File: src/rtl/ula_pkg.sv
// Shared constants for the sequential ALU: opcodes, FSM encoding, flag bit indices.
package ula_pkg;

  localparam logic [2:0] OP_ADD = 3'b000;
  localparam logic [2:0] OP_SUB = 3'b001;
  localparam logic [2:0] OP_XOR = 3'b010;
  localparam logic [2:0] OP_NOT = 3'b011;
  localparam logic [2:0] OP_AND = 3'b100;
  localparam logic [2:0] OP_OR  = 3'b101;
  localparam logic [2:0] OP_MUL = 3'b110;
  localparam logic [2:0] OP_SHL = 3'b111;

  localparam logic [1:0] ST_IDLE = 2'd0;
  localparam logic [1:0] ST_EXEC = 2'd1;
  localparam logic [1:0] ST_MUL  = 2'd2;
  localparam logic [1:0] ST_DONE = 2'd3;

  localparam int unsigned FLG_C = 3;
  localparam int unsigned FLG_Z = 2;
  localparam int unsigned FLG_N = 1;
  localparam int unsigned FLG_V = 0;

  // Assemble the status nibble in {C, Z, Nf, V} order.
  function automatic logic [3:0] pack_flags(input logic c, input logic z,
                                            input logic n, input logic v);
    logic [3:0] f;
    f        = '0;
    f[FLG_C] = c;
    f[FLG_Z] = z;
    f[FLG_N] = n;
    f[FLG_V] = v;
    return f;
  endfunction

endpackage

File: src/rtl/ula_mul_seq.sv
// Unsigned shift-add multiplier: one partial product per cycle, N cycles after start.
module ula_mul_seq #(
  parameter int unsigned N = 8
) (
  input  logic           clk,
  input  logic           rst,
  input  logic           start_i,
  input  logic [N-1:0]   a_i,
  input  logic [N-1:0]   b_i,
  output logic           done_c_o,
  output logic [2*N-1:0] prod_c_o
);

  localparam int unsigned CW = $clog2(N);

  logic [2*N-1:0] mcand_q, mcand_d;
  logic [2*N-1:0] prod_q, prod_d;
  logic [N-1:0]   mplier_q, mplier_d;
  logic [CW-1:0]  cnt_q, cnt_d;
  logic           busy_q, busy_d;
  logic [2*N-1:0] sum_c;
  logic           last_c;

  // Accumulate one partial product per busy cycle; the final sum is exposed combinationally.
  always_comb begin
    mcand_d  = mcand_q;
    prod_d   = prod_q;
    mplier_d = mplier_q;
    cnt_d    = cnt_q;
    busy_d   = busy_q;
    sum_c    = prod_q + (mplier_q[0] ? mcand_q : '0);
    last_c   = busy_q && (cnt_q == CW'(N-1));
    if (start_i) begin
      mcand_d  = {{N{1'b0}}, a_i};
      mplier_d = b_i;
      prod_d   = '0;
      cnt_d    = '0;
      busy_d   = 1'b1;
    end else if (busy_q) begin
      prod_d   = sum_c;
      mcand_d  = mcand_q << 1;
      mplier_d = mplier_q >> 1;
      cnt_d    = cnt_q + CW'(1);
      if (last_c) busy_d = 1'b0;
    end
  end

  assign done_c_o = last_c;
  assign prod_c_o = sum_c;

  // Sequencer state; reset aborts any multiply in progress.
  always_ff @(posedge clk) begin
    if (rst) begin
      mcand_q  <= '0;
      prod_q   <= '0;
      mplier_q <= '0;
      cnt_q    <= '0;
      busy_q   <= 1'b0;
    end else begin
      mcand_q  <= mcand_d;
      prod_q   <= prod_d;
      mplier_q <= mplier_d;
      cnt_q    <= cnt_d;
      busy_q   <= busy_d;
    end
  end

endmodule

File: src/rtl/ula_seq.sv
// Sequential N-bit ALU with valid/ready handshake and {C,Z,Nf,V} flags.
// Define ULA_SEQ_MUL_EN to build the multi-cycle multiplier for opcode 110;
// otherwise opcode 110 completes as an unsupported op (s=0, C=1).
module ula_seq
  import ula_pkg::*;
#(
  parameter int unsigned N = 8
) (
  input  logic         clk,
  input  logic         rst,
  input  logic         in_valid,
  output logic         in_ready,
  input  logic [N-1:0] a,
  input  logic [N-1:0] b,
  input  logic [2:0]   opcode,
  output logic         out_valid,
  input  logic         out_ready,
  output logic [N-1:0] s,
  output logic [3:0]   flag
);

  localparam int unsigned SHW = $clog2(N);

  logic [1:0]   state_q, state_d;
  logic [N-1:0] a_q, a_d, b_q, b_d;
  logic [2:0]   op_q, op_d;
  logic [N-1:0] s_q, s_d;
  logic [3:0]   flag_q, flag_d;
  logic         in_ready_q, in_ready_d;
  logic         out_valid_q, out_valid_d;

  logic [N-1:0]   ex_s_c;
  logic           ex_cy_c, ex_v_c;
  logic [N:0]     add_c, sub_c;
  logic [2*N-1:0] shl_c;
  logic           mul_start_c;

`ifdef ULA_SEQ_MUL_EN
  logic           mul_done_c;
  logic [2*N-1:0] mul_prod_c;

  ula_mul_seq #(.N(N)) u_mul (
    .clk      (clk),
    .rst      (rst),
    .start_i  (mul_start_c),
    .a_i      (a),
    .b_i      (b),
    .done_c_o (mul_done_c),
    .prod_c_o (mul_prod_c)
  );
`endif

  // Single-cycle datapath, one mux on the latched opcode.
  always_comb begin
    add_c   = {1'b0, a_q} + {1'b0, b_q};
    sub_c   = {1'b0, a_q} - {1'b0, b_q};
    shl_c   = {{N{1'b0}}, a_q} << b_q[SHW-1:0];
    ex_s_c  = '0;
    ex_cy_c = 1'b0;
    ex_v_c  = 1'b0;
    case (op_q)
      OP_ADD: begin
        ex_s_c  = add_c[N-1:0];
        ex_cy_c = add_c[N];
        ex_v_c  = (a_q[N-1] == b_q[N-1]) && (add_c[N-1] != a_q[N-1]);
      end
      OP_SUB: begin
        ex_s_c  = sub_c[N-1:0];
        ex_cy_c = sub_c[N];
        ex_v_c  = (a_q[N-1] != b_q[N-1]) && (sub_c[N-1] != a_q[N-1]);
      end
      OP_XOR: ex_s_c = a_q ^ b_q;
      OP_NOT: ex_s_c = ~a_q;
      OP_AND: ex_s_c = a_q & b_q;
      OP_OR:  ex_s_c = a_q | b_q;
      OP_SHL: begin
        ex_s_c  = shl_c[N-1:0];
        ex_cy_c = |shl_c[2*N-1:N];
      end
      default: begin
        // Opcode 110 only lands here when the multiplier is not built.
        ex_s_c  = '0;
        ex_cy_c = 1'b1;
      end
    endcase
  end

  // Next-state and register-input logic for the handshake FSM.
  always_comb begin
    state_d     = state_q;
    a_d         = a_q;
    b_d         = b_q;
    op_d        = op_q;
    s_d         = s_q;
    flag_d      = flag_q;
    mul_start_c = 1'b0;
    case (state_q)
      ST_IDLE: begin
        if (in_valid) begin
          a_d     = a;
          b_d     = b;
          op_d    = opcode;
          state_d = ST_EXEC;
`ifdef ULA_SEQ_MUL_EN
          if (opcode == OP_MUL) begin
            mul_start_c = 1'b1;
            state_d     = ST_MUL;
          end
`endif
        end
      end
      ST_EXEC: begin
        s_d     = ex_s_c;
        flag_d  = pack_flags(ex_cy_c, ex_s_c == '0, ex_s_c[N-1], ex_v_c);
        state_d = ST_DONE;
      end
      ST_MUL: begin
`ifdef ULA_SEQ_MUL_EN
        if (mul_done_c) begin
          s_d     = mul_prod_c[N-1:0];
          flag_d  = pack_flags(|mul_prod_c[2*N-1:N], mul_prod_c[N-1:0] == '0,
                               mul_prod_c[N-1], 1'b0);
          state_d = ST_DONE;
        end
`else
        state_d = ST_IDLE;
`endif
      end
      default: begin
        if (out_ready) state_d = ST_IDLE;
      end
    endcase
    in_ready_d  = (state_d == ST_IDLE);
    out_valid_d = (state_d == ST_DONE);
  end

  // State and output registers.
  always_ff @(posedge clk) begin
    if (rst) begin
      state_q     <= ST_IDLE;
      a_q         <= '0;
      b_q         <= '0;
      op_q        <= '0;
      s_q         <= '0;
      flag_q      <= '0;
      in_ready_q  <= 1'b1;
      out_valid_q <= 1'b0;
    end else begin
      state_q     <= state_d;
      a_q         <= a_d;
      b_q         <= b_d;
      op_q        <= op_d;
      s_q         <= s_d;
      flag_q      <= flag_d;
      in_ready_q  <= in_ready_d;
      out_valid_q <= out_valid_d;
    end
  end

  assign in_ready  = in_ready_q;
  assign out_valid = out_valid_q;
  assign s         = s_q;
  assign flag      = flag_q;

endmodule

File: config.mk
export PLATFORM = sky130hd
export DESIGN_NAME = ula_seq
export DESIGN_NICKNAME = d
export VERILOG_FILES = /design/src/rtl/ula_pkg.sv /design/src/rtl/ula_mul_seq.sv /design/src/rtl/ula_seq.sv
export SDC_FILE = /design/constraint.sdc
export NUM_CORES = 1
export LEC_CHECK = 0
export CAP_MARGIN = 20
export CORE_ASPECT_RATIO = 0.8
export CORE_MARGIN = 5
export CORE_UTILIZATION = 55
export DETAILED_ROUTE_END_ITERATION = 6
export GPL_ROUTABILITY_DRIVEN = 1
export HOLD_SLACK_MARGIN = 0.05
export PLACE_DENSITY = 0.8
export SYNTH_ARGS = -nofsm -noshare
export SYNTH_HDL_FRONTEND = slang
export SYNTH_SLANG_ARGS = --single-unit
File: constraint.sdc
create_clock -name clk -period 3.9 [get_ports clk]
set_input_delay 1.17 -clock clk [delete_from_list [all_inputs] [get_ports clk]]
set_output_delay 1.17 -clock clk [all_outputs]
set_load 0.01 [all_outputs]
# --- Word level (Yosys, flattened, before mapping) ---
# Index checks and enable logic that the tools add are counted.
word_totals:
  register_bits: 35
op_classes:
  add_sub_neg: 2
  eq_ne: 13
  shift: 1
  mux: 6
  n_bitwise: 4
  reduce_logical: 9
op_table:
  columns: ["op", "n"]
  rows:
  - ["8-bit case mux with 7 select lines", 1]
  - ["8-bit by 3-bit left shift with 16-bit output", 1]
  - ["8-bit by 8-bit adder with 9-bit output", 1]
  - ["3-bit equality test (second input constant)", 3]
  - ["8-bit by 8-bit subtractor with 9-bit output", 1]
  - ["8-bit AND", 1]
  - ["8-bit logical NOT", 1]
  - ["8-bit NOT", 1]
  - ["8-bit OR", 1]
  - ["8-bit OR reduction", 1]
  - ["8-bit bitwise XOR", 1]
  - ["3-bit by 2-bit equality test with 1-bit output (second input constant)", 2]
  - ["2-bit case mux with 3 select lines", 1]
  - ["2-bit equality test (second input constant)", 2]
  - ["2-bit logical NOT", 2]
  - ["2-bit 2-to-1 mux", 2]
  - ["1-bit case mux with 4 select lines", 1]
  - ["4-bit OR reduction", 1]
  - ["3-bit by 1-bit equality test with 1-bit output (second input constant)", 1]
  - ["3-bit logical NOT", 1]
  - ["1-bit != test", 3]
  - ["2-bit by 1-bit equality test with 1-bit output (second input constant)", 1]
  - ["1-bit logical AND", 2]
  - ["1-bit case mux with 2 select lines", 1]
  - ["other kinds (2)", 2]

# --- Depth between registers and ports, before layout ---
depth:
  depth_word: 4
  mapped_depth: 11
  depth_no_buf: 11

# --- Worst setup path after synthesis ---
# No wires, ideal clock.
synth_path:
  kind: "register to register"
  from: "reg b_q[1]"
  to: "reg flag_q[2], in the netlist flag[2]"
  setup_ns: 0.059
  arrival_ns: 2.748
  setup_slack_ns: 1.093
  stages_incl_launch_ff: 12
  period_less_slack_ns: 2.807
  cell_sequence: "dfxtp_1 buf_2 buf_1 inv_1 fa_1 nor3b_1 a211o_1 a22oi_1 xor2_1 a221o_1 nor4_2 a31o_1"
synth_via:
  elab_chain_len: 3
  word_cells_on_any_way: 8
  classes_between: "add/sub: 2; shift: 1; mux: 1; bitwise: 3; reduce/logical: 1"
synth_lines:
  columns: ["element", "line", "rtl"]
  rows:
  - ["start: declaration", "ula_seq.sv:25", "logic [N-1:0] a_q, a_d, b_q, b_d;"]
  - ["start signal: assignment", "ula_seq.sv:142", "b_q <= '0;"]
  - ["start signal: assignment", "ula_seq.sv:151", "b_q <= b_d;"]
  - ["8-bit by 8-bit subtractor with 9-bit output (tied with other cells)", "ula_seq.sv:56", "sub_c = {1'b0, a_q} - {1'b0, b_q};"]
  - ["8-bit case mux with 7 select lines *", "ula_seq.sv:61", "case (op_q)"]
  - ["8-bit logical NOT *", "ula_seq.sv:114", "flag_d = pack_flags(ex_cy_c, ex_s_c == '0, ex_s_c[N-1], ex_v_c);"]
  - ["end signal: assignment", "ula_seq.sv:154", "flag_q <= flag_d;"]
  - ["end: declaration", "ula_seq.sv:28", "logic [3:0] flag_q, flag_d;"]
# Mark *: on every way between the ends. The rest lies on a longest branch, timed or not.
# A chain may end at the register's enable or synchronous reset.

# --- Worst setup path after layout ---
layout_path:
  from: "reg b_q[1]"
  to: "reg flag_q[1], in the netlist flag[1]"
layout_via:
  elab_chain_len: 2
  word_cells_on_any_way: 4
  classes_between: "add/sub: 2; shift: 1; mux: 1"
layout_lines:
  columns: ["element", "line"]
  rows:
  - ["8-bit by 8-bit subtractor with 9-bit output (tied with other cells)", "ula_seq.sv:56"]
  - ["8-bit case mux with 7 select lines *", "ula_seq.sv:61"]
# Marks and branches as above.

==> metrics.md <==
| Metric | Value |
|---|---|
| Status | finished, final reports clean |
| All-Layer GR Usage | 23.0% |
| WL final | 7.23 mm |
| Placed Area | 3040 µm² |
| Post-route cell area | 3140 µm² |
| RSZ-0062 raised after global routing | false |
| Hold WS | 0.477 ns |
| Vias per inst | 6.08 |
| Root Driver | clkbuf_8 |
| Period Utilization, post-route | 80.5% |
| FF-to-FF path depth | 9 |
| Worst-Margin Slew | 0.953 ns |
| Final hold vios | 0 |
| Clock-pin slew on the worst setup and hold paths | 0.08 ns |
| CTS H-Tree Depth | 2 |
| CP max FO | 17 |
| Worst EP arrival | 3.28 ns |
| Period minus WS final | 3.14 ns |
| Fmax | 0.319 GHz |
| Synth Instances | 343 |
| VDD IR-drop max | 0.000252 V |
| Clk buf depth | 2 |
| Post-route DRC | 0 |
| CTS Hold Bufs | 0 |
| Layout cells sized above 1 | 5.69% |
| Ant. Diodes | 0 |
| Core region area | 4650 µm² |
| Yosys cell types | 58 |
| Clock sink total | 34 |
| Clock buffer count from CTS | 5 |
| Ys async rst share | 0% |
| Slew Limit Fails | 0 |
| Reg area | 681 µm² |
| Gates resized, CTS repair | 0 |
| Setup TNS | 0 ns |
| Worst hold start | b_q[6] |
| CP endpoint kind | flip-flop |
| Die X | 88.0 µm |
| First drt pass iteration count | 5 |
| Commonest non-fill, non-tap cells in the layout | nand2_1, clkdlybuf4s50_1, a21oi_1, dfxtp_1, inv_1 |
| Crit path from | b_q[1] |
| Seq cells post-synth | 34 |
| Worst setup path category | flip-flop to flip-flop |
| HP Class | flip-flop to flip-flop |
| Delay-heaviest family, CP | compound AO/OA/AOI/OAI gates |
| Critical path's slowest cell | dfxtp_1 |
| Commonest non-fill, non-tap cell in the layout | nand2_1 |
| Worst Path Buf+Inv | 1 |
| Seq/Total Area, Yosys | 25.4% |
| WP data required | 4.04 ns |
| Vias in the first global route | 2337 |
| # fillers | 419 |
| Count of final setup violators | 0 |
| Most used cell, CP | a211oi_1 |
| Setup Skew | 0.00413 ns |
| Nets@finish | 418 |
| Post-DP HPWL | 5.52 mm |
| Maxcap violations | 0 |
| Slew margin rel. | 36.3% |
| Largest net degree at the start of global routing | 22 |
| Area grow syn2layout | 17.3% |
| Reg-to-Reg End | flag[1] |
| Leakage | 1.23 nW |
| Crit path largest cell delay | 0.70 ns |
| Hold path cells | 2 |
| First-pass GRT wire length | 11.4 mm |
| Die area | 6370 µm² |
| First DRT Iteration DRCs | 304 |
| Vias | 2607 |
| CP Depth | 9 |
| End of the critical path | flag[1] |
| Routed Antenna Nets | 0 |
| Power Total | 1.11 mW |
| Initial antenna violation count | 0 |
| # placed instances | 421 |
| Synthesized area per cell | 7.80 µm² |
| Skew-Pair Late Insertion Delay | 0.29 ns |
| Reg2reg start | b_q[1] |
| Mapped Area | 2680 µm² |
| WL/cell | 16.9 µm |
| CTS tree | built |
| I/O pin total | 37 |
| YS warnings | 0 |
| Row count | 22 |
| Multi-input logic area | 1800 µm² |
| Setup crit start kind | flip-flop |
| Die H | 72.4 µm |
| Grt total ovfl | 0 |
| Final RePlAce weighted congestion | 1.01 |
| CP Cell Sequence | inv_1 -> ha_1 -> a21o_1 -> and4_2 -> a311oi_1 -> o31ai_1 -> xor2_1 -> a211oi_1 -> a211oi_1 |
| Worst R2R Setup Slack | 0.76 ns |
| Setup Buffers After CTS | 0 |
| IO Port Bufs | 36 |
| Main synth FF type | dfxtp_1 |
| Synthesized Nets | 393 |
| P per Cell Area | 354 nW/µm² |
| Number of synthesized flops with an enable pin | 0 |
| Non-filler cells, final | 429 |
| Starting density of the core | 57.5% |
report_power, final:
| part | total [mW] | internal (mW) | switching [mW] | leakage (nW) |
|---|---|---|---|---|
| sequential | 0.424 | 0.381 | 0.0436 | 0.279 |
| clock | 0.281 | 0.142 | 0.139 | 0.0472 |
| combinational | 0.406 | 0.188 | 0.218 | 0.905 |
sequential cells by signal, indices dropped and copies added, names as in the netlist:
register,flops
state_q,2
out_valid,1
s,7
b_q,8
a_q,8
in_ready,1
op_q,3
flag,4
synthesized netlist by cell type, drive strengths merged, types with 2 or more instances:
library cell | count | area [µm²]
a211o | 2 | 17.5
a211oi | 8 | 65.1
a21o | 3 | 23.8
a21oi | 34 | 170
a221o | 4 | 40.0
a221oi | 4 | 41.3
a22oi | 4 | 30.0
a31o | 2 | 17.5
a31oi | 2 | 12.5
a32o | 2 | 20.0
and2 | 2 | 12.5
and3 | 5 | 31.3
buf | 9 | 46.3
clkbuf | 12 | 45.0
dfxtp | 34 | 681
fa | 2 | 40.0
ha | 25 | 313
inv | 26 | 97.6
mux2i | 10 | 100
mux4 | 2 | 45.0
nand2 | 51 | 191
nand2b | 6 | 37.5
nand3 | 4 | 20.0
nor2 | 25 | 93.8
nor2b | 6 | 45.0
nor3 | 5 | 25.0
nor4 | 2 | 18.8
o21a | 2 | 15.0
o21ai | 12 | 60.1
o221ai | 5 | 43.8
o22ai | 2 | 12.5
o31ai | 4 | 30.0
xnor2 | 8 | 70.1
xor2 | 3 | 26.3
cell type report:
class | count | share of cell area (%)
clock buffer | 6 | 2.63
inverter | 27 | 3.23
clock inverter | 2 | 0.399
tap | 60 | 2.39
timing repair buffer | 39 | 12.2
sequential | 34 | 21.7
multi-input combinational | 261 | 57.4
per-stage QoR:
stage | worst slack (ns) | utilization (%)
CTS | 0.829 | 67.4
global route | 0.547 | 67.4
finish | 0.761 | 67.4
detailed placement | 0.829 | 65.4
floorplan | 1.09 | -
global placement | 0.920 | 65.4
kinds of logic (layout without fill, tap and decap cells):
group	count (synthesis)	after routing	synth area share [%]
AOI/OAI and AO/OA	99	99	25.6
adders and majority gates	27	27	13.2
and+or+nand+nor	112	112	19.6
DFF	34	34	25.4
buffers and inverters	48	74	7.20
xor gates and xnor gates	11	11	3.60
muxes	12	12	5.43
tightest hold or removal path, stage by stage, from the launching register on:
cell and delay [ns]:
dfxtp_1 0.32, nand2_1 0.05, a21oi_1 0.05
how the worst min path moves through the flow:
stage / end / slack [ns]
2_1_floorplan: b_q[3] / 0.45
3_3_place_gp: s[4] / 0.45
3_5_place_dp: s[4] / 0.47
4_1_cts: b_q[6] / 0.48
5_1_grt: b_q[6] / 0.50
6_report: b_q[6] / 0.48
layer usage:
| layer | part of all wire, % | GRT usage, % | routed length, µm | up-vias |
|---|---|---|---|---|
| met4 | 3.0 | 9.71 | 216 | 0 |
| met3 | 7.8 | 4.43 | 562 | 26 |
| met2 | 43 | 33.3 | 3130 | 119 |
| met1 | 46 | 33.0 | 3320 | 1203 |
| met5 | 0 | 0 | 0 | - |
| li1 | - | - | - | 1259 |
Power figures use the tool's default switching activity.
